===== config.mk =====
export PLATFORM = sky130hd
export DESIGN_NAME = id_scoreboard_fwd
export DESIGN_NICKNAME = d
export VERILOG_FILES = /design/src/rtl/id_scoreboard_fwd_pkg.sv /design/src/rtl/id_scoreboard_fwd_mux.sv /design/src/rtl/id_scoreboard_fwd.sv
export SDC_FILE = /design/constraint.sdc
export NUM_CORES = 1
export LEC_CHECK = 0
export BUFFER_PORTS_ARGS = -buffer_cell sky130_fd_sc_hd__buf_2
export CORE_UTILIZATION = 55
export DETAILED_ROUTE_END_ITERATION = 7
export PLACE_DENSITY_LB_ADDON = 0.25
export SLEW_MARGIN = 20
export SYNTH_ARGS = -nofsm -noshare
export SYNTH_HDL_FRONTEND = slang
export SYNTH_HIERARCHICAL = 1
export SYNTH_SLANG_ARGS = --single-unit
export TNS_END_PERCENT = 100

===== constraint.sdc =====
create_clock -name clk -period 3.4 [get_ports clk]
set_input_delay 0.34 -clock clk [delete_from_list [all_inputs] [get_ports clk]]
set_output_delay 0.34 -clock clk [all_outputs]
set_load 0.005 [all_outputs]

===== src/rtl/id_scoreboard_fwd_pkg.sv =====
// Shared pipeline definitions for the ID-stage scoreboard and forwarding unit.
//   - default geometry (register file, data path, forwarding depth)
//   - canonical producer latencies
//   - forwarding slice width and stage indices; stage slice layout is {we, waddr, wdata}
package id_scoreboard_fwd_pkg;

  localparam int unsigned DEF_NREG    = 32;
  localparam int unsigned DEF_AW      = 5;
  localparam int unsigned DEF_DW      = 32;
  localparam int unsigned DEF_NSTAGE  = 3;
  localparam int unsigned DEF_LW      = 3;
  localparam int unsigned DEF_MAX_LAT = 7;

  // Cycles until a producer's result is forwardable back to ID.
  localparam int unsigned LAT_ALU    = 1;
  localparam int unsigned LAT_LOAD   = 2;
  localparam int unsigned LAT_MULDIV = DEF_MAX_LAT;

  localparam int unsigned FWD_SLICE_WD = 1 + DEF_AW + DEF_DW;

  // Index 0 is the youngest stage; higher indices are older.
  localparam int unsigned FWD_EX  = 0;
  localparam int unsigned FWD_MEM = 1;
  localparam int unsigned FWD_WB  = 2;

endpackage


===== src/rtl/id_scoreboard_fwd_mux.sv =====
// Priority forward of one source operand (fwd_mux).
// Ports:
//   src      - source register address
//   rf_rdata - register-file value, used when no stage matches
//   fwd_bus  - NSTAGE slices of {we, waddr, wdata}, slice i at bits [i*(1+AW+DW) +: 1+AW+DW]
//   data     - resolved operand; register 0 always reads as zero
module id_scoreboard_fwd_mux
  import id_scoreboard_fwd_pkg::*;
#(
  parameter int unsigned NSTAGE = DEF_NSTAGE,
  parameter int unsigned AW     = DEF_AW,
  parameter int unsigned DW     = DEF_DW
) (
  input  logic [AW-1:0]              src,
  input  logic [DW-1:0]              rf_rdata,
  input  logic [NSTAGE*(1+AW+DW)-1:0] fwd_bus,
  output logic [DW-1:0]              data
);

  localparam int unsigned SW = 1 + AW + DW;

  always_comb begin
    data = rf_rdata;
    // Walk oldest to youngest so the youngest matching stage is applied last and wins.
    for (int i = int'(NSTAGE) - 1; i >= 0; i--) begin
      if (fwd_bus[i*SW + DW + AW] && (fwd_bus[i*SW + DW +: AW] == src)) begin
        data = fwd_bus[i*SW +: DW];
      end
    end
    if (src == '0) begin
      data = '0;
    end
  end

endmodule


===== src/rtl/id_scoreboard_fwd.sv =====
// ID-stage hazard scoreboard and operand forwarding.
// A per-register down-counter records how many cycles remain until an in-flight producer's
// result can be forwarded back to ID; a reader of a busy register stalls. Operands are then
// resolved from the youngest matching write-back slice, falling back to the register file.
// Ports:
//   clk, rst              - clock, synchronous active-high reset
//   freeze                - downstream stall; counters hold and nothing issues
//   flush                 - ID instruction is killed; no issue, counters still drain
//   id_valid, id_rs*, id_rt*, id_we, id_waddr, id_lat - decoded ID instruction
//   rf_rdata1, rf_rdata2  - register-file read data for rs / rt
//   fwd_bus               - NSTAGE slices of {we, waddr, wdata}, index 0 youngest
//   src1_data, src2_data  - resolved rs / rt operands
//   stall_req             - ID must hold this cycle
//   issue                 - instruction leaves ID this cycle
//   busy_mask             - bit r set while register r has a pending producer
module id_scoreboard_fwd
  import id_scoreboard_fwd_pkg::*;
#(
  parameter int unsigned NREG    = DEF_NREG,
  parameter int unsigned AW      = DEF_AW,
  parameter int unsigned DW      = DEF_DW,
  parameter int unsigned NSTAGE  = DEF_NSTAGE,
  parameter int unsigned LW      = DEF_LW,
  parameter int unsigned MAX_LAT = DEF_MAX_LAT
) (
  input  logic                        clk,
  input  logic                        rst,
  input  logic                        freeze,
  input  logic                        flush,
  input  logic                        id_valid,
  input  logic                        id_rs_used,
  input  logic [AW-1:0]               id_rs,
  input  logic                        id_rt_used,
  input  logic [AW-1:0]               id_rt,
  input  logic                        id_we,
  input  logic [AW-1:0]               id_waddr,
  input  logic [LW-1:0]               id_lat,
  input  logic [DW-1:0]               rf_rdata1,
  input  logic [DW-1:0]               rf_rdata2,
  input  logic [NSTAGE*(1+AW+DW)-1:0] fwd_bus,
  output logic [DW-1:0]               src1_data,
  output logic [DW-1:0]               src2_data,
  output logic                        stall_req,
  output logic                        issue,
  output logic [NREG-1:0]             busy_mask
);

  localparam logic [LW-1:0] MaxLat = LW'(MAX_LAT);
  localparam logic [LW-1:0] LatOne = LW'(1);

  logic [LW-1:0] cnt_q [NREG];
  logic [LW-1:0] cnt_d [NREG];
  logic [LW-1:0] eff_lat;
  logic          rs_busy, rt_busy, haz;

  // Hazard check uses pre-update counters, so a self-dependent instruction sees the old producer.
  assign rs_busy   = id_rs_used && (id_rs != '0) && (cnt_q[id_rs] != '0);
  assign rt_busy   = id_rt_used && (id_rt != '0) && (cnt_q[id_rt] != '0);
  assign haz       = rs_busy || rt_busy;
  assign stall_req = id_valid && haz && !flush;
  assign issue     = id_valid && !haz && !freeze && !flush;

  always_comb begin
    if (id_lat == '0) begin
      eff_lat = LatOne;
    end else if (id_lat > MaxLat) begin
      eff_lat = MaxLat;
    end else begin
      eff_lat = id_lat;
    end
  end

  always_comb begin
    for (int r = 0; r < int'(NREG); r++) begin
      cnt_d[r] = cnt_q[r];
    end
    if (!freeze) begin
      for (int r = 0; r < int'(NREG); r++) begin
        if (cnt_q[r] != '0) begin
          cnt_d[r] = cnt_q[r] - LatOne;
        end
      end
      // A newer writer always wins, even with a shorter latency: forwarding picks the youngest.
      if (issue && id_we && (id_waddr != '0)) begin
        cnt_d[id_waddr] = eff_lat - LatOne;
      end
    end
    cnt_d[0] = '0;
  end

  always_ff @(posedge clk) begin
    if (rst) begin
      for (int r = 0; r < int'(NREG); r++) begin
        cnt_q[r] <= '0;
      end
    end else begin
      for (int r = 0; r < int'(NREG); r++) begin
        cnt_q[r] <= cnt_d[r];
      end
    end
  end

  always_comb begin
    for (int r = 0; r < int'(NREG); r++) begin
      busy_mask[r] = (cnt_q[r] != '0);
    end
  end

  id_scoreboard_fwd_mux #(
    .NSTAGE (NSTAGE),
    .AW     (AW),
    .DW     (DW)
  ) u_fwd_mux_rs (
    .src      (id_rs),
    .rf_rdata (rf_rdata1),
    .fwd_bus  (fwd_bus),
    .data     (src1_data)
  );

  id_scoreboard_fwd_mux #(
    .NSTAGE (NSTAGE),
    .AW     (AW),
    .DW     (DW)
  ) u_fwd_mux_rt (
    .src      (id_rt),
    .rf_rdata (rf_rdata2),
    .fwd_bus  (fwd_bus),
    .data     (src2_data)
  );

endmodule

==> impl_metrics.json, run 1 <==
{
  "outcome": "finished, violations left",
  "violations": "DRC",
  "clock-sinks": 93,
  "vias_per_cell": 6.786,
  "fillers": 1768,
  "drc_errors": 5,
  "wirelength_um": 44360,
  "clk_latency_ns": 0.36,
  "place.gp.congestion": 0.9467,
  "drive_above_1_share_pct": 24.30,
  "synth-edff-count": 0,
  "die_w_um": 142.5,
  "cp_data_arrival_time_ns": 2.85,
  "critPathCapture": "src1_data[21]",
  "hpwl_um": 32630,
  "fin_worst_skew_ns": 0.009726,
  "hp-class": "in -> reg",
  "port_buffers": 300,
  "r2r_cells": 9,
  "cts_buffer_depth": 2,
  "die_h_um": 142.5,
  "powerDensity_nw_per_um2": 425.6,
  "rsz0062_at_grt": "false",
  "hold_violations": 0,
  "grt_pass1_vias": 12200,
  "clk_pin_slew_ns": 0.07,
  "ys_types": 87,
  "synth_cells": 1512,
  "numCtsBuffers": 9,
  "setup_tns_ns": 0,
  "leakagePower_uw": 0.005027,
  "finalCritPeriodShare_pct": 93.90,
  "max_freq_mhz": 313.2,
  "grt_pass1_wl_um": 68080,
  "dr.first_iter.drc_count": 1864,
  "maxCapViolations": 0,
  "cts_tree": "yes",
  "dieArea_um2": 20300,
  "cp-start-kind": "primary input",
  "setup_viol": 0,
  "tightestPinTransition_ns": 0.8667,
  "syn_area_um2": 10860,
  "syn_avg_cell_area_um2": 7.180,
  "worstPathRequired_ns": 3.06,
  "slew_violations": 0,
  "critPathCaptureType": "output pin",
  "ys_ff_latch": 93,
  "largest_reg_flops": 93,
  "crit_type": "in -> out",
  "multi_input_area_um2": 7776,
  "r2r-end": "cnt_q[17][2]$_SDFFE_PP0N_",
  "largest_registers": "cnt_q: 93 flops",
  "cts_root_buffer": "clkbuf_16",
  "synth-seq-area-share_pct": 17.15,
  "grt_usage_pct": 43.18,
  "slew_headroom_pct": 42.08,
  "crit_fanout": 23,
  "synth_flop_cell": "dfxtp_1",
  "pin_count": 302,
  "nNetsFinal": 2007,
  "grt_overflow": 0,
  "ctsHoldBuffers": 0,
  "htreeDepth": 3,
  "final_util_pct": 65.20,
  "top_register": "cnt_q",
  "dr_total_vias": 13720,
  "post-route-min-period_ns": 3.193,
  "vdd_drop_max_mv": 0.2741,
  "row_count": 51,
  "r2r_setup_slack_ns": 0.47,
  "antenna_found_initial": 14,
  "r2r-start": "cnt_q[4][1]$_SDFFE_PP0N_",
  "crit_start": "id_rs[0]",
  "regArea_um2": 1862,
  "drtPass1Iterations": 8,
  "synth_fp_nets": 1779,
  "grt_max_degree": 65,
  "async_reset_ff_share_pct": 0,
  "core-area_um2": 19400,
  "wl_per_cell_um": 21.95,
  "syn_to_final_growth_pct": 16.49,
  "ant_nets": 0,
  "initial_core_util_pct": 55.97,
  "ys.warnings.count": 6,
  "min_from": "freeze"
}
## layer usage
metal	up-vias	wire length [um]	global-route usage (%)
met3	218	6045	15.21
met4	6	2195	22.58
met2	1064	19540	64.65
met1	6252	16530	54.21
met5	-	45	0
li1	6175	-	-
## cell families after synthesis
| kind of cell | Yosys count | share of synthesized area (%) |
|---|---|---|
| compound gates | 505 | 32.80 |
| xor+xnor | 31 | 2.501 |
| fa+ha+maj | 63 | 7.261 |
| buf+inv | 239 | 11.63 |
| flops | 93 | 17.15 |
| mux | 28 | 2.950 |
| other cells | 1 | 0.03454 |
| simple gates | 552 | 25.68 |
## worst min path at each step
stage	cells past startpoint	endpoint
2_1_floorplan	2	cnt_q[19][0]$_SDFFE_PP0N_
3_3_place_gp	2	cnt_q[7][0]$_SDFFE_PP0N_
3_5_place_dp	2	cnt_q[7][0]$_SDFFE_PP0N_
4_1_cts	3	cnt_q[5][0]$_SDFFE_PP0N_
5_1_grt	2	cnt_q[12][0]$_SDFFE_PP0N_
6_report	3	cnt_q[5][0]$_SDFFE_PP0N_
## what timing repair did
action	CTS	global route
gates resized for setup	0	1
setup endpoints to repair	0	1
buffers inserted	0	0
hold endpoints to repair	0	0
## metrics by stage
stage / worst slack (ns) / instance area, um^2 / total power [uW] / hold slack [ns] / instances
6_report: 0.2073 / 12650 / 5383 / 0.4488 / 2021
5_1_grt: 0.09555 / 12630 / 5743 / 0.4783 / 2015
4_1_cts: 0.3692 / 12620 / 5322 / 0.4372 / 2010
3_5_place_dp: 0.3330 / 12290 / 4192 / 0.4925 / 1994
3_3_place_gp: 0.3933 / 12290 / 4110 / 0.4802 / 1994
2_1_floorplan: 0.7422 / 10860 / 3327 / 0.4605 / 1512
## cell type report
class	count	area share, %
Clock inverter	4	0.5540
Antenna cell	11	0.2176
Tap cell	265	2.622
Timing Repair Buffer	353	15.31
Multi-Input combinational cell	1180	61.49
Clock buffer	12	2.028
Sequential cell	93	14.72
Inverter	103	3.057
## power breakdown
group / switching, uW / internal, uW
logic: 1580 / 1140
clock network: 450 / 683
registers: 242 / 1290
total: 2270 / 3110
## Yosys cell counts (14+ instances only)
cell type	instances	area (um^2)
a211oi_1	23	172.7
a21oi_1	38	190.2
a311oi_1	20	175.2
a31oi_1	99	619.3
buf_2	19	95.09
buf_4	16	120.1
clkbuf_1	71	266.5
dfxtp_1	93	1862
ha_1	63	788.3
inv_1	103	386.6
mux2i_1	14	140.1
nand2_1	162	608.1
nand2b_1	17	106.4
nand3_1	45	225.2
nand4_1	15	93.84
nor2_1	91	341.6
nor2b_1	26	162.7
nor3_1	43	215.2
nor4_1	31	193.9
o211ai_1	26	195.2
o21ai_0	136	680.7
o221ai_1	67	586.8
or3_1	81	506.7
xor2_1	20	175.2
## worst max-delay path, stage by stage
cell and delay (ns):
buf_2 0.40, buf_4 0.24, xor2_1 0.07, nor4_1 0.30, nand3_2 0.41, buf_4 0.36
a31oi_1 0.48, buf_2 0.22
## placed cells by master (no fill, tap or decap), types with 7 or more instances in the layout
master     instances
nand4_1           15
diode_2           11
a2111oi_1         11
buf_2            300
and3_1             8
o21ai_0          136
xnor2_1           11
a311oi_1          20
clkbuf_16          9
mux2_2            12
o311a_1            8
ha_1              63
mux2i_1           14
nor3_1            43
a31oi_1           99
nor2_1            90
buf_4             50
o221ai_1          67
nor4_1            31
or3_1             81
dfxtp_1           93
o211ai_1          26
nand2_1          162
a21oi_1           38
a211oi_1          23
nand2b_1          17
nor2b_1           26
nand3_1           43
inv_1            102
a32o_1             7
xor2_1            16
Power figures use the tool's default switching activity.
==> run 2, diff against run 1 <==
--- a/config.mk
+++ b/config.mk
@@ -5,8 +5,9 @@
 export SDC_FILE = /design/constraint.sdc
 export NUM_CORES = 1
 export LEC_CHECK = 0
+export ABC_AREA = 1
 export BUFFER_PORTS_ARGS = -buffer_cell sky130_fd_sc_hd__buf_2
-export CORE_UTILIZATION = 55
+export CORE_UTILIZATION = 57
 export DETAILED_ROUTE_END_ITERATION = 7
 export PLACE_DENSITY_LB_ADDON = 0.25
 export SLEW_MARGIN = 20
==> impl_metrics.json, run 2 <==
{
  "outcome": "finished, final reports clean",
  "syn_avg_cell_area_um2": 5.379,
  "port_buffers": 300,
  "clock-sinks": 93,
  "critPathCaptureType": "output pin",
  "ys_ff_latch": 93,
  "cpPeakStageDelay_ns": 0.46,
  "maxCapViolations": 0,
  "rsz0062_at_grt": "false",
  "tightestPinTransition_ns": 0.8380,
  "cp_data_arrival_time_ns": 2.54,
  "grt_overflow": 0,
  "leakagePower_uw": 0.008702,
  "top_register": "cnt_q",
  "crit_top_cell": "nand2_1",
  "ant_nets": 0,
  "fin_worst_skew_ns": 0.01242,
  "r2r_setup_slack_ns": 0.80,
  "synth-compound-area-share_pct": 15.83,
  "synth-seq-area-share_pct": 13.53,
  "r2r-start": "cnt_q[6][0]$_SDFFE_PP0N_",
  "final_common_cell": "nand2_1",
  "antenna_found_initial": 10,
  "place.gp.congestion": 0.9611,
  "largest_reg_flops": 93,
  "wirelength_um": 49580,
  "synth_top_family_by_area": "simple AND/OR/NAND/NOR gates",
  "worstHoldEndpoint": "cnt_q[7][1]$_SDFFE_PP0N_",
  "largest_registers": "cnt_q: 93 flops",
  "clk_pin_slew_ns": 0.07,
  "crit_fanout": 25,
  "dr.first_iter.drc_count": 2090,
  "worst_slack_ns": 0.5165,
  "grt_usage_pct": 39.26,
  "slew_violations": 0,
  "async_reset_ff_share_pct": 0,
  "syn_to_final_growth_pct": 12.90,
  "yosys.area_share.adder_pct": 5.728,
  "fillers": 2282,
  "ys.warnings.count": 6,
  "htreeDepth": 3,
  "drc_errors": 0,
  "grt_max_degree": 187,
  "clk_latency_ns": 0.36,
  "cts_resized": 0,
  "ys_types": 32,
  "hold_violations": 0,
  "min_from": "cnt_q[7][1]$_SDFFE_PP0N_",
  "vdd_drop_max_mv": 0.2852,
  "cp-start-kind": "primary input",
  "synth_xor_area_share_pct": 2.291,
  "cts_buffer_depth": 2,
  "cts_root_buffer": "clkbuf_16",
  "ctsHoldBuffers": 0,
  "dieArea_um2": 24770,
  "crit_type": "in -> out",
  "critPathSlowestCell": "buf_2",
  "initial_core_util_pct": 58.45,
  "synth_top_area_share_pct": 17.84,
  "synthSimpleGateAreaFrac_pct": 46.64,
  "syn_area_um2": 13760,
  "drtPass1Iterations": 6,
  "cts_setup_buffers": 0,
  "synth_top_cell_by_area": "nand2_1",
  "slew_headroom_pct": 44.13,
  "synth_common_cells": "nand2_1, nor2_1, inv_1",
  "dr_total_vias": 17300,
  "r2r-end": "cnt_q[21][0]$_SDFFE_PP0N_",
  "synthTopCellsByArea": "nand2_1, dfxtp_1, nor2_1",
  "path_cells": "buf_2, inv_2, nor2_4, nand2_1, nand3_1, nor2_1, nor2_1, nand2_1, nand2_1, nand2_1, nand3_1, nand2_1, nor4_1, buf_2",
  "post-route-min-period_ns": 2.883,
  "nNetsFinal": 3044,
  "finalCritPeriodShare_pct": 84.81,
  "hpwl_um": 36020,
  "max_freq_mhz": 346.8,
  "r2r_cells": 13,
  "synth_flop_cell": "dfxtp_1",
  "yosysMostFrequentCell": "nand2_1",
  "worstPathRequired_ns": 3.06,
  "synth_cells": 2558,
  "die_h_um": 157.4,
  "core-area_um2": 23540,
  "multi_input_area_um2": 9721,
  "regArea_um2": 1862,
  "power.total_uw": 5004,
  "hp-class": "reg -> reg",
  "powerDensity_nw_per_um2": 322.1,
  "layout_common_cells": "nand2_1, nor2_1, inv_1",
  "holdPathStages": 2,
  "synth_fp_nets": 2825,
  "setup_tns_ns": 0,
  "cts_tree": "yes",
  "wl_per_cell_um": 15.93,
  "drive_above_1_share_pct": 20.88,
  "pin_count": 302,
  "grt_pass1_wl_um": 76960,
  "synth-edff-count": 0,
  "die_w_um": 157.4,
  "numCtsBuffers": 9,
  "row_count": 56,
  "synthMuxAreaShare_pct": 0,
  "grt_pass1_vias": 15610,
  "place_ws_ns": 0.3202,
  "setup_viol": 0,
  "vias_per_cell": 5.558
}
==> run 2: cell count changes in the layout (fill, tap and decap cells not counted), moves of 26 or more <==
cell,delta
nand2_1,+492
nor2_1,+345
inv_1,+257
o21ai_0,+140
nor2_2,+122
a31oi_1,-99
nand3_1,+92
or3_1,-81
o221ai_1,-67
a21oi_2,+60
nand4_1,+54
nor4_1,-30
nor2b_1,-26
==> run 2: kinds of logic (layout without fill, tap and decap cells) <==
logic type | after synthesis | in the layout
other | 1 | 13
xor gates and xnor gates | 36 | 36
DFF | 93 | 93
AOI/OAI and AO/OA | 389 | 389
buffers and inverters | 504 | 728
and+or+nand+nor | 1472 | 1472
adders and majority gates | 63 | 63
==> run 2: stage by stage <==
step | hold WS [ns] | util, % | area [um^2] | cells
2_1_floorplan | 0.5112 | - | 13760 | 2558
3_3_place_gp | 0.5280 | 64.63 | 15210 | 3085
3_5_place_dp | 0.5383 | 64.63 | 15210 | 3085
4_1_cts | 0.5601 | 65.86 | 15510 | 3101
5_1_grt | 0.5939 | 65.96 | 15530 | 3110
6_report | 0.5575 | 65.99 | 15540 | 3113
==> run 2: area by class of cell <==
cell class | count | share of cell area [%]
Antenna cell | 12 | 0.1933
Clock buffer | 11 | 1.498
Clock inverter | 5 | 0.3785
Inverter | 377 | 9.133
Multi-Input combinational cell | 1961 | 62.57
Sequential cell | 93 | 11.98
Tap cell | 319 | 2.569
Timing Repair Buffer | 335 | 11.68
==> run 2: worst max path at each step <==
stage             start                   endpoint  slack (ns)  cells after the start
6_report       id_rt[0]                      issue        0.52                     14
5_1_grt        id_rt[0]  cnt_q[21][1]$_SDFFE_PP0N_        0.34                     16
4_1_cts        id_rt[0]                      issue        0.63                     14
3_5_place_dp   id_rt[0]  cnt_q[21][0]$_SDFFE_PP0N_        0.32                     16
3_3_place_gp   id_rt[0]  cnt_q[20][1]$_SDFFE_PP0N_        0.39                     16
2_1_floorplan  id_rt[1]  cnt_q[21][1]$_SDFFE_PP0N_        1.40                     18
==> run 2: layer usage <==
layer | track usage (%) | vias to the layer above | share of wire [%]
met4 | 28.25 | 2 | 6.6
li1 | - | 8389 | -
met3 | 10.46 | 240 | 12
met2 | 61.69 | 1023 | 44
met5 | 0 | - | 0.020
met1 | 46.12 | 7647 | 38
==> run 2: where the power goes <==
part | internal [uW] | switching (uW)
registers | 1210 | 134
clock network | 573 | 473
logic | 957 | 1650
==> run 2: critical path, delay by kind of cell <==
family / cells / cell delay [ns]
buffers and inverters: 3 / 0.95
AND/OR/NAND/NOR: 11 / 1.22
